--- src/rtl/control_unit_pkg.sv ---
// Shared definitions for the control unit: opcodes, operand-select codes
// and FSM state encoding.
package control_unit_pkg;

  typedef enum logic {
    ST_RUN = 1'b0,
    ST_ISR = 1'b1
  } state_e;

  localparam logic [5:0] OP_J    = 6'b110000;
  localparam logic [5:0] OP_JZ   = 6'b110001;
  localparam logic [5:0] OP_JNZ  = 6'b110010;
  localparam logic [5:0] OP_JAL  = 6'b110011;
  localparam logic [5:0] OP_RET  = 6'b111000;
  localparam logic [5:0] OP_IN   = 6'b111001;
  localparam logic [5:0] OP_OUT  = 6'b111010;
  localparam logic [5:0] OP_PUSH = 6'b111011;
  localparam logic [5:0] OP_POP  = 6'b111100;
  localparam logic [5:0] OP_RETI = 6'b111101;
  localparam logic [5:0] OP_EI   = 6'b111110;
  localparam logic [5:0] OP_DI   = 6'b111111;

  localparam logic [1:0] SEL_ALU   = 2'b00;
  localparam logic [1:0] SEL_PORT  = 2'b01;
  localparam logic [1:0] SEL_STACK = 2'b10;
  localparam logic [1:0] SEL_IMM   = 2'b11;

  // Instructions that redirect the PC themselves; an interrupt must not
  // steal the PC from them.
  function automatic logic isControlFlow(input logic [5:0] op);
    return (op == OP_J) || (op == OP_JZ) || (op == OP_JNZ) ||
           (op == OP_JAL) || (op == OP_RET) || (op == OP_RETI);
  endfunction

endpackage

--- src/rtl/control_unit_depth_counter.sv ---
// Stack occupancy tracker: counts pushes and pops between 0 and MAX and
// raises sticky flags when a push hits a full stack or a pop an empty one.
module depth_counter #(
  parameter int MAX = 16,
  localparam int W  = $clog2(MAX + 1)
) (
  input  logic clk,
  input  logic reset,
  input  logic push_i,
  input  logic pop_i,
  output logic full_o,
  output logic empty_o,
  output logic ovf_o,
  output logic unf_o
);

  logic [W-1:0] depth_q;
  logic         ovf_q;
  logic         unf_q;

  assign full_o  = (depth_q == W'(MAX));
  assign empty_o = (depth_q == '0);
  assign ovf_o   = ovf_q;
  assign unf_o   = unf_q;

  // Refused operations leave the depth alone and only latch the error flag.
  always_ff @(posedge clk) begin
    if (reset) begin
      depth_q <= '0;
      ovf_q   <= 1'b0;
      unf_q   <= 1'b0;
    end else if (push_i) begin
      if (full_o) ovf_q <= 1'b1;
      else        depth_q <= depth_q + W'(1);
    end else if (pop_i) begin
      if (empty_o) unf_q <= 1'b1;
      else         depth_q <= depth_q - W'(1);
    end
  end

endmodule

--- src/rtl/control_unit.sv ---
// Instruction decoder and interrupt controller. Control signals are decoded
// combinationally from the opcode, the zero flag and the current state;
// only the run/ISR state, interrupt enable and stack depths are registered.
module control_unit
  import control_unit_pkg::*;
#(
  parameter int RS_DEPTH = 16,
  parameter int DS_DEPTH = 64
) (
  input  logic       clk,
  input  logic       reset,
  input  logic [5:0] opcode,
  input  logic       z,
  input  logic       s_interruption,
  output logic       s_4mux1,
  output logic       s_4mux2,
  output logic       s_4mux3,
  output logic       we3,
  output logic       wez,
  output logic [2:0] op_alu,
  output logic [1:0] sel_inputs,
  output logic       s_we_port,
  output logic       s_we_stack,
  output logic       s_jalret,
  output logic       s_we_stack_data,
  output logic       s_pushpop,
  output logic       s_finished,
  output logic       int_en,
  output logic       stk_ovf,
  output logic       stk_unf
);

  state_e state_q;
  logic   int_en_q;

  logic rsPushReq, rsPopReq, dsPushReq, dsPopReq;
  logic rsFull, rsEmpty, dsFull, dsEmpty;
  logic rsOvf, rsUnf, dsOvf, dsUnf;
  logic takeJump, accept;
  logic we3Dec, wezDec, portDec;

  assign int_en  = int_en_q;
  assign stk_ovf = rsOvf | dsOvf;
  assign stk_unf = rsUnf | dsUnf;

  // An interrupt is taken only from RUN, never in the EI cycle, never on a
  // PC-redirecting instruction, and is deferred while the return stack (or,
  // for a PUSH, the data stack) is full so deferral itself raises no error.
  always_comb begin
    accept = (state_q == ST_RUN) && int_en_q && s_interruption && !rsFull &&
             !isControlFlow(opcode) && (opcode != OP_EI) &&
             !((opcode == OP_PUSH) && dsFull);
  end

  // Main decode: register/port writes, stack requests and the PC path.
  always_comb begin
    we3Dec     = 1'b0;
    wezDec     = 1'b0;
    portDec    = 1'b0;
    op_alu     = 3'b000;
    sel_inputs = SEL_ALU;
    rsPushReq  = 1'b0;
    rsPopReq   = 1'b0;
    dsPushReq  = 1'b0;
    dsPopReq   = 1'b0;
    takeJump   = 1'b0;
    casez (opcode)
      6'b0?????: begin
        we3Dec = 1'b1;
        wezDec = 1'b1;
        op_alu = opcode[4:2];
      end
      6'b1000??: begin
        we3Dec     = 1'b1;
        sel_inputs = SEL_IMM;
      end
      OP_J:   takeJump = 1'b1;
      OP_JZ:  takeJump = z;
      OP_JNZ: takeJump = !z;
      OP_JAL: begin
        takeJump  = 1'b1;
        rsPushReq = 1'b1;
      end
      OP_RET, OP_RETI: rsPopReq = 1'b1;
      OP_IN: begin
        we3Dec     = 1'b1;
        sel_inputs = SEL_PORT;
      end
      OP_OUT:  portDec   = 1'b1;
      OP_PUSH: dsPushReq = 1'b1;
      OP_POP: begin
        dsPopReq   = 1'b1;
        we3Dec     = 1'b1;
        sel_inputs = SEL_STACK;
      end
      default: ;
    endcase

    if (accept) rsPushReq = 1'b1;

    s_4mux1 = 1'b1;
    s_4mux2 = 1'b0;
    s_4mux3 = 1'b0;
    if (accept) begin
      s_4mux1 = 1'b0;
    end else if (takeJump) begin
      s_4mux1 = 1'b0;
      s_4mux2 = 1'b1;
    end else if (rsPopReq && !rsEmpty) begin
      s_4mux3 = 1'b1;
    end

    s_jalret        = rsPushReq;
    s_pushpop       = dsPushReq;
    s_we_stack      = !reset && ((rsPushReq && !rsFull) || (rsPopReq && !rsEmpty));
    s_we_stack_data = !reset && ((dsPushReq && !dsFull) || (dsPopReq && !dsEmpty));
    we3             = !reset && we3Dec;
    wez             = !reset && wezDec;
    s_we_port       = !reset && portDec;
    s_finished      = !reset && (state_q == ST_ISR) && (opcode == OP_RETI);
  end

  // Run/ISR state machine with the interrupt-enable register.
  always_ff @(posedge clk) begin
    if (reset) begin
      state_q  <= ST_RUN;
      int_en_q <= 1'b0;
    end else begin
      if (opcode == OP_EI) int_en_q <= 1'b1;
      if (opcode == OP_DI) int_en_q <= 1'b0;
      case (state_q)
        ST_RUN: begin
          if (accept) begin
            state_q  <= ST_ISR;
            int_en_q <= 1'b0;
          end
        end
        ST_ISR: begin
          if (opcode == OP_RETI) begin
            state_q  <= ST_RUN;
            int_en_q <= 1'b1;
          end
        end
        default: state_q <= ST_RUN;
      endcase
    end
  end

  depth_counter #(.MAX(RS_DEPTH)) u_rsDepth (
    .clk     (clk),
    .reset   (reset),
    .push_i  (rsPushReq),
    .pop_i   (rsPopReq),
    .full_o  (rsFull),
    .empty_o (rsEmpty),
    .ovf_o   (rsOvf),
    .unf_o   (rsUnf)
  );

  depth_counter #(.MAX(DS_DEPTH)) u_dsDepth (
    .clk     (clk),
    .reset   (reset),
    .push_i  (dsPushReq),
    .pop_i   (dsPopReq),
    .full_o  (dsFull),
    .empty_o (dsEmpty),
    .ovf_o   (dsOvf),
    .unf_o   (dsUnf)
  );

endmodule

--- config.mk ---
export PLATFORM = sky130hd
export DESIGN_NAME = control_unit
export DESIGN_NICKNAME = d
export VERILOG_FILES = /design/src/rtl/control_unit_pkg.sv /design/src/rtl/control_unit_depth_counter.sv /design/src/rtl/control_unit.sv
export SDC_FILE = /design/constraint.sdc
export NUM_CORES = 1
export LEC_CHECK = 0
export ABC_CLOCK_PERIOD_IN_PS = 4900
export CORE_MARGIN = 4
export CORE_UTILIZATION = 40
export DETAILED_ROUTE_END_ITERATION = 7
export PLACE_DENSITY_LB_ADDON = 0.15
export SYNTH_ARGS = -nofsm -noshare
export SYNTH_HDL_FRONTEND = slang
export SYNTH_HIERARCHICAL = 1
export SYNTH_SLANG_ARGS = --single-unit
--- constraint.sdc ---
create_clock -name clk -period 4.9 [get_ports clk]
set_clock_uncertainty 0.15 [all_clocks]
set_input_delay 0.98 -clock clk [delete_from_list [all_inputs] [get_ports clk]]
set_output_delay 0.98 -clock clk [all_outputs]
set_load 0.02 [all_outputs]
==> flow_metrics.py <==
metrics = {
    "sta": {
        "fmax_ghz": 0.226,
        "worstMarginPinSlew_ps": 463,
        "tns_ps": 0,
        "fin_crit_ps": 4430,
        "relSlewSlack": 0.692,
        "period_share": 0.904,
        "slew_viol_final": 0,
        "rsz0062_at_grt": "false",
        "setup_viol_count_final": 0,
        "hold_viol_final": 0,
        "hold_ws_ps": 328,
        "fin_ws_ps": 471,
    },
    "setup_path": {
        "worstPathArrival_ps": 3300,
        "critPathRequiredTime_ps": 3770,
        "path_max_fanout": 10,
        "path_common_cell": "clkdlybuf4s50_1",
        "cp-start-kind": "input port",
        "cp-end-kind": "primary output",
        "critPathMaxStageDelay_ps": 670,
        "crit_family": "buffers and inverters",
        "critical_path_buf_inv_count": 3,
        "worstPathCellList": "clkdlybuf4s50_1 -> nand4_1 -> or3_2 -> inv_1 -> o31a_1 -> clkdlybuf4s50_1",
        "cpMaxStageDelayCell": "clkdlybuf4s50_1",
        "critPathKind": "in -> out",
    },
    "yosys": {
        "synth.most_common_cell": "dfxtp_1",
        "yosysTopAreaCell": "dfxtp_1",
        "synth_edf_count": 0,
        "synth_top_area_frac": 0.249,
        "yosysUniqueCellTypes": 53,
        "yosysSeqAreaShare": 0.249,
        "ys_ff_latch": 18,
        "syn_inst": 163,
        "syn_nets": 183,
        "synth_area_per_cell_um2": 8.88,
        "synthArstFlopShare": 0,
        "synth_ff_type": "dfxtp_1",
        "yosysWarnings": 6,
        "synth_area_um2": 1450,
        "synthTopCellsByCount": "dfxtp_1, nor2_1, inv_1",
        "synth_area_leaders": "dfxtp_1, ha_1, mux2i_1",
    },
    "global_route": {
        "grt_pass1_wl_um": 5600,
        "grt_pass1_vias": 1274,
        "gr-total-overflow": 0,
        "grt_max_degree": 19,
        "gr-usage-all-layers": 0.158,
        "antenna_found_initial": 0,
    },
    "drt": {
        "postRouteAntennaNets": 0,
        "drc": 0,
        "firstDrtPassIters": 4,
        "wl_per_cell_um": 13.9,
        "drt-total-wl_um": 3320,
        "dr_total_vias": 1313,
        "viasPerCell": 5.52,
        "drt_iter0_drc": 122,
    },
    "pwr": {
        "irDropWorstVdd_uv": 114,
        "power.density_nw_per_um2": 170,
        "p_leak_uw": 0.000721,
    },
    "clocking": {
        "cts_hold_buf": 0,
        "ctsRootBufferMaster": "clkbuf_4",
        "clock_path_buffers": 2,
        "cts_resized": 0,
        "cts_tree": "yes",
        "clkLatencyLatePin_ps": 300,
        "path_clk_slew_ps": 110,
        "cts_buffers": 3,
        "numClockSinks": 18,
        "h-tree-depth": 1,
        "cts_setup_buffers": 0,
    },
    "place": {
        "dp_hpwl_um": 2590,
        "io_buffer_count": 28,
        "dp_slack_ps": 481,
        "place_congestion": 0.844,
    },
    "worst_hold_path": {
        "hp-class": "reg -> reg",
    },
    "floorplanning": {
        "rows": 21,
        "initial_core_util": 0.424,
        "io_pins": 29,
        "dieArea_um2": 4650,
        "die_x_um": 68.2,
        "die_y_um": 68.2,
        "fp.coreArea_um2": 3420,
    },
    "layout": {
        "syn2layout_area_growth_pct": 25.2,
        "drive_gt1_frac": 0.141,
        "num-nets-final": 213,
        "ff_latch_area_um2": 360,
        "n_fill_cell": 341,
        "diodes": 0,
        "multi_input_area_um2": 1030,
    },
    "flow_run": {
        "maxCapViolCount": 0,
    },
    "outcome": {
        "status": "completed",
    },
}
[layout make-up]
| class | instances | area share |
|---|---|---|
| multi-input cells | 131 | 0.568 |
| flip-flops and latches | 18 | 0.199 |
| repair buffers | 30 | 0.163 |
| well taps | 46 | 0.0318 |
| clock buffers | 4 | 0.0200 |
| inverters | 9 | 0.0186 |
[flip-flops by register name, indices dropped and copies added, names as in the netlist]
register	flops
state_q	1
int_en	1
u_rsDepth/unf_o	1
u_rsDepth/ovf_o	1
u_rsDepth/depth_q	5
u_dsDepth/ovf_o	1
u_dsDepth/unf_o	1
u_dsDepth/depth_q	7
[per-layer routing]
metal	part of all wire	routed length [µm]	track usage
met4	0.0090	30	0.0596
met1	0.44	1450	0.192
met3	0.060	199	0.0411
met5	0	0	0
met2	0.49	1630	0.266
[through the flow]
step | util | area [µm²] | std cells | power, µW
2_1_floorplan | - | 1450 | 163 | 192
3_3_place_gp | 0.520 | 1780 | 234 | 215
3_5_place_dp | 0.520 | 1780 | 234 | 216
4_1_cts | 0.530 | 1810 | 238 | 313
5_1_grt | 0.530 | 1810 | 238 | 326
6_report | 0.530 | 1810 | 238 | 308
[worst min-delay path, cell delays in order, from the launching register on]
cell and delay, ps:
dfxtp_1 340, inv_1 50, a21oi_1 50
[where the power goes]
part	switching (µW)	leakage [µW]	internal, µW	total [µW]
logic	33.1	0.000555	30.2	63.3
clock network	50.6	0.0000210	45.4	95.9
registers	1.59	0.000145	148	149
[placed cells by master, fill, tap and decap left out, types with 3 or more instances in the layout]
master and count:
clkdlybuf4s50_1 28, nor2_1 16, a21oi_1 8, or4_4 3, xnor2_1 5, a211oi_1 6, nor3_1 4, xor2_1 5
a21o_1 5, dfxtp_1 18, mux2i_1 7, nand2b_1 4, nand2_1 8, or2_2 3, nor4_1 3, clkbuf_4 3
and2b_2 3, inv_1 9, a31oi_1 3, ha_1 8
[worst paths after layout]
kind / cells past startpoint / slack (ps) / endpoint / startpoint
worst max-delay path: 6 / 470 / we3 / opcode[2]
worst min-delay path: 2 / 330 / u_dsDepth/ovf_o / u_dsDepth/ovf_o
worst max register to register: 13 / 940 / u_rsDepth/depth_q[4] / u_dsDepth/depth_q[0]
worst min register to register: 2 / 330 / u_dsDepth/ovf_o / u_dsDepth/ovf_o
[cell families after synthesis]
| group | count (synthesis) | share of synthesized area |
|---|---|---|
| DFF | 18 | 0.249 |
| AOI/OAI and AO/OA | 41 | 0.211 |
| and+or+nand+nor | 62 | 0.278 |
| muxes | 8 | 0.0640 |
| buffers and inverters | 14 | 0.0406 |
| adders and majority gates | 10 | 0.0968 |
| xor gates and xnor gates | 10 | 0.0605 |
Note: power is estimated with default switching activity, not from simulation.
